**config.mk**
```make
export PLATFORM = sky130hd
export DESIGN_NAME = gate_check_ctrl
export DESIGN_NICKNAME = d
export VERILOG_FILES = /design/src/rtl/lojik_pkg.sv /design/src/rtl/settle_timer.sv /design/src/rtl/gate_check_ctrl.sv
export SDC_FILE = /design/constraint.sdc
export NUM_CORES = 1
export LEC_CHECK = 0
export ABC_AREA = 1
export BUFFER_PORTS_ARGS = -buffer_cell sky130_fd_sc_hd__clkbuf_2
export CAP_MARGIN = 20
export CORE_MARGIN = 2
export CORE_UTILIZATION = 50
export DETAILED_ROUTE_END_ITERATION = 12
export MAX_ROUTING_LAYER = met4
export PLACE_DENSITY_LB_ADDON = 0.2
export SLEW_MARGIN = 30
export SYNTH_ARGS = -nofsm -noshare
export SYNTH_HDL_FRONTEND = slang
export SYNTH_SLANG_ARGS = --single-unit
```
**constraint.sdc**
```tcl
create_clock -name i_clk -period 3.1 [get_ports i_clk]
set_input_delay 0 -clock i_clk [delete_from_list [all_inputs] [get_ports i_clk]]
set_output_delay 0 -clock i_clk [all_outputs]
set_load 0.01 [all_outputs]
```
**src/rtl/lojik_pkg.sv**
```systemverilog
// Shared types and constants for the lab gate checker.
package lojik_pkg;

  typedef enum logic [1:0] {
    IDLE,
    WAIT,
    SAMPLE,
    DONE
  } state_t;

  localparam int NUM_VEC = 4;

  localparam logic [3:0] TT_AND  = 4'b1000;
  localparam logic [3:0] TT_OR   = 4'b1110;
  localparam logic [3:0] TT_XOR  = 4'b0110;
  localparam logic [3:0] TT_NAND = 4'b0111;

endpackage

```
**src/rtl/settle_timer.sv**
```systemverilog
// Counts the cycles a vector has been held; expired marks the last WAIT cycle.
module settle_timer #(
  parameter int SETTLE = 2
) (
  input  logic i_clk,
  input  logic i_rst,
  input  logic clear,
  input  logic enable,
  output logic expired
);

  logic [3:0] cnt;

  always_ff @(posedge i_clk) begin
    if (i_rst || clear) begin
      cnt <= 4'd0;
    end else if (enable) begin
      cnt <= cnt + 4'd1;
    end
  end

  assign expired = (cnt == 4'(SETTLE - 1));

endmodule

```
**src/rtl/gate_check_ctrl.sv**
```systemverilog
// Sequencer that sweeps a 2-input gate through all four input vectors
// and scores each sampled output against a latched truth table.
module gate_check_ctrl
  import lojik_pkg::*;
#(
  parameter int SETTLE = 2
) (
  input  logic       i_clk,
  input  logic       i_rst,
  input  logic       i_start,
  input  logic [3:0] i_truth,
  output logic       o_a,
  output logic       o_b,
  input  logic       i_gate_o,
  output logic       o_busy,
  output logic       o_done,
  output logic       o_pass,
  output logic [2:0] o_err_cnt,
  output logic [3:0] o_err_mask
);

  state_t     state, next_state;
  logic [1:0] idx;
  logic [3:0] truth_q;
  logic       expired;
  logic       mismatch;

  settle_timer #(.SETTLE(SETTLE)) u_timer (
    .i_clk   (i_clk),
    .i_rst   (i_rst),
    .clear   (state != WAIT),
    .enable  ((state == WAIT) && !expired),
    .expired (expired)
  );

  always_ff @(posedge i_clk) begin
    if (i_rst) begin
      state <= IDLE;
    end else begin
      state <= next_state;
    end
  end

  always_comb begin
    next_state = state;
    case (state)
      IDLE:    if (i_start) next_state = WAIT;
      WAIT:    if (expired) next_state = SAMPLE;
      SAMPLE:  next_state = (idx == 2'(NUM_VEC - 1)) ? DONE : WAIT;
      DONE:    next_state = IDLE;
      default: next_state = IDLE;
    endcase
  end

  assign mismatch = (i_gate_o != truth_q[idx]);

  // Pass is decided on the final SAMPLE edge so it is valid alongside o_done.
  always_ff @(posedge i_clk) begin
    if (i_rst) begin
      idx        <= 2'd0;
      truth_q    <= 4'd0;
      o_err_cnt  <= 3'd0;
      o_err_mask <= 4'd0;
      o_pass     <= 1'b0;
    end else begin
      case (state)
        IDLE: begin
          if (i_start) begin
            idx        <= 2'd0;
            truth_q    <= i_truth;
            o_err_cnt  <= 3'd0;
            o_err_mask <= 4'd0;
            o_pass     <= 1'b0;
          end
        end
        SAMPLE: begin
          if (mismatch) begin
            o_err_mask[idx] <= 1'b1;
            o_err_cnt       <= o_err_cnt + 3'd1;
          end
          if (idx == 2'(NUM_VEC - 1)) begin
            o_pass <= (o_err_cnt == 3'd0) && !mismatch;
          end else begin
            idx <= idx + 2'd1;
          end
        end
        default: ;
      endcase
    end
  end

  always_comb begin
    o_busy = (state == WAIT) || (state == SAMPLE);
    o_done = (state == DONE);
    o_a    = o_busy ? idx[1] : 1'b0;
    o_b    = o_busy ? idx[0] : 1'b0;
  end

endmodule

```
==> results of run 1 <==
==> cells by family (layout without fill, tap and decap cells) <==
group | count (synthesis) | after routing | share of synthesized area [%]
DFF | 20 | 20 | 37.8
xor gates and xnor gates | 1 | 1 | 0.827
and+or+nand+nor | 53 | 53 | 23.6
AOI/OAI and AO/OA | 29 | 29 | 15.5
adders and majority gates | 12 | 12 | 14.2
buffers and inverters | 23 | 50 | 8.15
==> per-stage QoR <==
stage	instances	util (%)
6_report	192	64.1
2_1_floorplan	138	-
3_3_place_gp	183	59.8
4_1_cts	192	64.1
5_1_grt	192	64.1
3_5_place_dp	183	59.8
==> synth_stat cells (all sizes together) <==
master   n  area [um^2]
nand2   25          101
inv     22         82.6
dfxtp   20          400
a21oi   16         80.1
ha      12          150
nand3   11         65.1
nor2    10         37.5
o21ai   10         61.3
nand4    3         18.8
a211oi   2         15.0
nor3     2         15.0
or2      2         12.5
clkbuf   1         3.75
o21a     1         7.51
xnor2    1         8.76
==> worst paths after layout <==
| check | to | slack, ns |
|---|---|---|
| max | idx[1] | 1.49 |
| min | o_pass | 0.07 |
| max reg2reg | idx[1] | 1.49 |
| min reg2reg | o_err_mask[3] | 0.45 |
==> where the power goes <==
| group | switching [W] | leakage, nW | internal (W) |
|---|---|---|---|
| combinational | 0.0000923 | 0.410 | 0.0000555 |
| sequential | 0.0000176 | 0.163 | 0.000276 |
| clock | 0.0000819 | 0.0210 | 0.0000717 |
| total | 0.000192 | 0.595 | 0.000403 |
==> layout make-up <==
type / count / share of cell area [%]
clock buffer: 4 / 2.85
inverter: 22 / 6.50
multi-input combinational: 95 / 45.1
sequential: 20 / 31.5
tap: 27 / 2.66
timing repair buffer: 24 / 11.4
==> routing by layer <==
| layer | track usage, % | up-vias | share of wire (%) |
|---|---|---|---|
| met5 | - | - | 0 |
| li1 | - | 505 | - |
| met4 | 11.1 | 0 | 3.4 |
| met3 | 2.73 | 9 | 2.9 |
| met2 | 35.7 | 22 | 47 |
| met1 | 22.6 | 435 | 47 |
==> worst min-delay path, cell delays in order <==
cell and delay [ns]:
clkbuf_2 0.09, nand2_1 0.09, nand4_1 0.10, a21oi_1 0.06
==> flip-flops by register name, indices dropped and copies added, names as in the netlist <==
signal / flops
u_timer.cnt: 4
o_pass: 1
o_err_mask: 4
truth_q: 4
idx: 2
o_err_cnt: 3
state: 2
==> layout by cell type, fill, tap and decap left out <==
cell type      count
nand3_1            9
or2_2              2
clkbuf_2          19
xnor2_1            1
nand2_4            1
ha_1              12
inv_1             20
nor2_1            10
nand2_1           24
dfxtp_1           20
nor3_2             1
o21ai_0            8
o21ai_4            1
clkbuf_4           3
a211oi_1           2
inv_2              2
nand4_1            3
clkbuf_8           1
a21oi_1           16
nand3_2            2
dlygate4sd3_1      5
o21a_1             1
o21ai_1            1
nor3_1             1
==> metrics, run 1 <==
maximum level of the CTS H-tree 1; critical path depth 6; setup_tns 0 ns; Initial Utilization 53.5%; number of port buffers 19; fmax 0.622 GHz; Final Hold Fails 0; vias after detailed routing slightly below 1000; share of layout cells above drive strength 1 about 19%; Hold Slack roughly 0.07 ns; critical path class flip-flop to flip-flop; Die Y roughly 50 um; mean cell area of the mapped netlist roughly 7.7 um^2; Clock Path Buffers 2; HP Start i_gate_o; Worst EP required ~3.3 ns; Critical Path Source state[0]; GPL Wtd Cong around 0.86; area grow syn2layout 20.0%; CP delay by family, top compound AO/OA/AOI/OAI gates; filler instances 174; sequential share of the synthesized area 37.8%; HPWL after DPL 1.58 mm; Worst-Margin Slew 0.370 ns; antenna violations before repair 0; area of the multi-input gates between 500 and 600 um^2; dpl cell area 0.00118 mm^2; crit path max fanout 10; largest net degree at the start of global routing 12; syn_nets roughly 160; CTS root buf clkbuf_4; post-layout total power about 0.0006 W; Yosys reg bits 20; hold-critical path depth 4; Die Area 0.00250 mm^2; vias per std cell 5.06; Antenna Cells 0; total global routing overflow 0; final setup violation count 0; pwr/cell area 468 mW/mm^2; Seq. cell area 400 um^2; CTS tree built; Max Cap Viol 0; Yosys cell types 21; Reg-to-Reg Start state[0]; CP bufs+invs 2; total track usage around a fifth; WL final 2.12 mm; I/O pin cnt 20; Worst EP arrival 1.83 ns; Max VDD drop 377 uV; wire per inst roughly 11 um; Fin Clk Skew 0.00293 ns; DIE WIDTH between 50 and 60 um; Netlist Area Pre-Place roughly 0.0011 mm^2; minimum clock period about 1.6 ns; Slew HR 75.2%; Cells after Synth 138; RSZ-0062 raised after global routing no; initial DRC count 5; status complete, no violations; startpoint type of the worst setup path flip-flop; design area approximately 0.0013 mm^2; Core ar. 0.00198 mm^2; DR DRC count 0; number of nets in the layout 186; clk sink count 20; # Post-CTS Setup Buffers 0; CP endpoint kind flip-flop; hold_buf cts 5; first-pass GRT wire length 3.84 mm; Min-Delay Path Class input pin to flip-flop; clk slew on worst S/H paths 0.11 ns; clock buffer count from CTS 3; cells along the critical path inv_1 -> ha_1 -> inv_2 -> o21ai_4 -> nand2_4 -> a211oi_1; row count 16; drt first pass iters 4; fin. max-slew vios 0; Leak around 0.6 nW; DP Worst Slack 1.53 ns; vias in the first global route 917; crit share post-route 51.8%; worst r2r path cells 6; Final WS setup 1.49 ns; Ys Warns 0; worst-path cell with the longest stage delay dfxtp_1; CP peak stage delay 0.37 ns; Skew-Pair Late Insertion Delay 0.30 ns; post-CTS sizing 0; ANT nets after route 0
(Power assumes the default switching activity.)
==> inputs of run 2 (changes only) <==
ABC_AREA = 0   (was 1)
CORE_UTILIZATION = 48   (was 50)
clock period = 1.4 ns   (was 3.1 ns; I/O delays follow)
==> run 2 against run 1 <==
Compared with the run above:
- the flow now finishes with violations (negative setup slack)
- final area is 37% higher
- wire length is 46% higher
- non-clock buffer count is 24 higher
- sequential share of layout area is 7.7 points lower
- clock skew is 0.0056 ns higher
- worst setup slack worse by 1.7 ns
- worst hold slack worse by 0.031 ns
- global-route usage is 1.4 points higher
- final cell count is 7.3% higher
==> metrics, run 2 <==
status complete, but fails checks; failing checks negative setup slack; hold-critical path depth 3; non-filler cells, final 206; top cell type's share of synthesized area 36.9%; area grow syn2layout 59.8%; number of synthesized flops with an enable pin 0; DIE WIDTH 51.6 um; Slew HR 71.9%; fin. max-slew vios 0; vias after detailed routing 1101; HP Start i_start; most common cell after layout, fill and taps aside nand2_1; dpl cell area 0.00136 mm^2; R2R Setup Slk -0.16 ns; Skew-Pair Late Insertion Delay 0.31 ns; Hold Slack 0.0392 ns; Yosys reg bits 20; Min-Delay Path Class input pin to flip-flop; CP peak stage delay around 0.42 ns; final setup violation count 11; Synth Flop Type dfxtp_1; design area 0.00174 mm^2; fmax ~0.64 GHz; Ys Warns 0; initial DRC count 32; DP Worst Slack -0.125 ns; clock buffer count from CTS 3; clk sink count 20; CTS root buf clkbuf_4; crit share post-route 111%; HPWL after DPL 1.81 mm; synth top area cells dfxtp_1, ha_1, nand2_1, nor2_1, a21oi_1; wire per inst 15.0 um; fraction of registers with async set/reset 0%; CP delay by family, top flip-flops; Final Hold Fails 0; minimum clock period between 1.5 and 2 ns; Seq. cell area about 410 um^2; Yosys cell types 33; Antenna Cells 0; placed insts 190; Clock Path Buffers 2; GPL Wtd Cong between 0.8 and 0.9; Max VDD drop 1120 uV; pwr/cell area between 1500 and 2000 mW/mm^2; area of the multi-input gates 858 um^2; vias in the first global route 985; share of layout cells above drive strength 1 53.4%; leading area contributor after synthesis dfxtp_1; Worst-Margin Slew 0.418 ns; antenna violations before repair 0; Final WS setup -0.159 ns; clk slew on worst S/H paths 0.13 ns; mean cell area of the mapped netlist 8.35 um^2; worst-path cell with the longest stage delay dfxtp_4; Worst EP required 1.67 ns; synth cell count leaders nand2_1, dfxtp_1, ha_1, nor2_1; total global routing overflow 0; drt first pass iters 4; cells along the critical path mux2i_4 -> xnor2_2 -> o221ai_4 -> nor4bb_1 -> a31o_1; number of nets in the layout ~200; startpoint type of the worst setup path flip-flop; vias per std cell approximately 5.3; Die Area 0.00266 mm^2; first-pass GRT wire length 4.29 mm; critical path class flip-flop to flip-flop; Die Y approximately 52 um; most frequent cells in the layout nand2_1, clkbuf_2, buf_4, dfxtp_1, ha_1; ANT nets after route 0; worst r2r path cells 5; Reg-to-Reg Start idx[1]; CP endpoint kind flip-flop; CP bufs+invs 0; FF-to-FF End o_err_cnt[1]; Max Cap Viol 0; Worst EP arrival ~1.8 ns; row count 17; CTS tree built; I/O pin cnt 20; largest registers o_err_mask (4), truth_q (4), u_timer.cnt (4); DR DRC count 0; Cells after Synth 130; post-layout total power between 0.002 and 0.003 W; RSZ-0062 raised after global routing yes; number of port buffers 19; top-count cell post-synth nand2_1; Worst Hold Path EP truth_q[3]; Fin Clk Skew 0.00857 ns; Core ar. 0.00217 mm^2; crit path max fanout 4; Leak about 0.75 nW; largest net degree at the start of global routing 13; total track usage 22.0%; sequential share of the synthesized area 36.9%; WL final 3.10 mm; maximum level of the CTS H-tree 1; filler instances 143; Initial Utilization around half; syn_nets 150; Netlist Area Pre-Place 0.00109 mm^2
run 2: changes by cell type after synthesis, sizes merged, moves of 2 or more:
cell   delta
nand2     -2
a21oi     -8
xnor2     +3
mux2i     +2
nand4     -3
nand3     -4
and2      +2
buf       +3
nor2b     +3
inv      -14
o21ai     -3
or2       -2
run 2: worst min-delay path: cells and delay by family:
family	cells	cell delay [ns]
buf+inv	1	0.15
simple gates	1	0.11
compound gates	1	0.06
run 2: where the power goes:
| group | internal (W) | switching, W |
|---|---|---|
| Clock | 0.000159 | 0.000198 |
| Sequential | 0.000663 | 0.0000832 |
| Combinational | 0.000895 | 0.000838 |
| Total | 0.00172 | 0.00112 |
run 2: worst max path at each step:
stage / from / end / slack (ns) / depth (start not counted)
after floorplan: state[0] / o_err_cnt[1] / -0.09 / 8
after global placement: state[0] / o_err_cnt[1] / -0.04 / 7
after detailed placement: state[0] / o_err_cnt[1] / -0.12 / 7
after CTS: idx[1] / o_err_cnt[1] / -0.06 / 5
after global routing: idx[1] / o_err_cnt[2] / -0.24 / 5
final: idx[1] / o_err_cnt[1] / -0.16 / 5
run 2: cell type report:
| class | instances | share of cell area (%) |
|---|---|---|
| Tap cell | 28 | 2.02 |
| Clock buffer | 4 | 2.09 |
| Inverter | 8 | 2.02 |
| Timing Repair Buffer | 48 | 20.6 |
| Multi-Input combinational cell | 98 | 49.5 |
| Sequential cell | 20 | 23.8 |
run 2: what timing repair did:
| item | in CTS | in global routing |
|---|---|---|
| hold buffers | 4 | 0 |
| pin swaps | 9 | 15 |
| buffers inserted | 4 | 4 |
| setup endpoints to repair | 12 | 15 |
| resized for setup | 16 | 43 |
| endpoints found under the hold margin | 4 | 0 |
| cloned | 0 | 0 |
run 2: per-layer routing:
metal	wire length, um	share of wire (%)	track usage [%]
met1	1290	42	26.3
met2	1620	52	36.8
met3	129	4.2	3.74
met4	63	2.0	9.21
met5	0	0	-
run 2: stage by stage:
| step | utilization (%) | TNS (ns) |
|---|---|---|
| final | 80.0 | -0.749 |
| after CTS | 70.5 | -0.110 |
| after global placement | 62.5 | -0.0552 |
| after global routing | 80.0 | -1.55 |
| after floorplan | - | -0.109 |
| after detailed placement | 62.5 | -0.484 |
run 2: cell families (layout without fill, tap and decap cells):
| logic type | after synthesis | count (layout) | synth area share [%] |
|---|---|---|---|
| flip-flops | 20 | 20 | 36.9 |
| adder cells (fa/ha/maj) | 12 | 12 | 13.8 |
| multiplexers | 3 | 3 | 2.88 |
| AO/OA/AOI/OAI | 25 | 25 | 14.7 |
| AND/OR/NAND/NOR | 53 | 53 | 23.2 |
| XOR/XNOR | 5 | 5 | 4.03 |
| buffers and inverters | 12 | 60 | 4.49 |
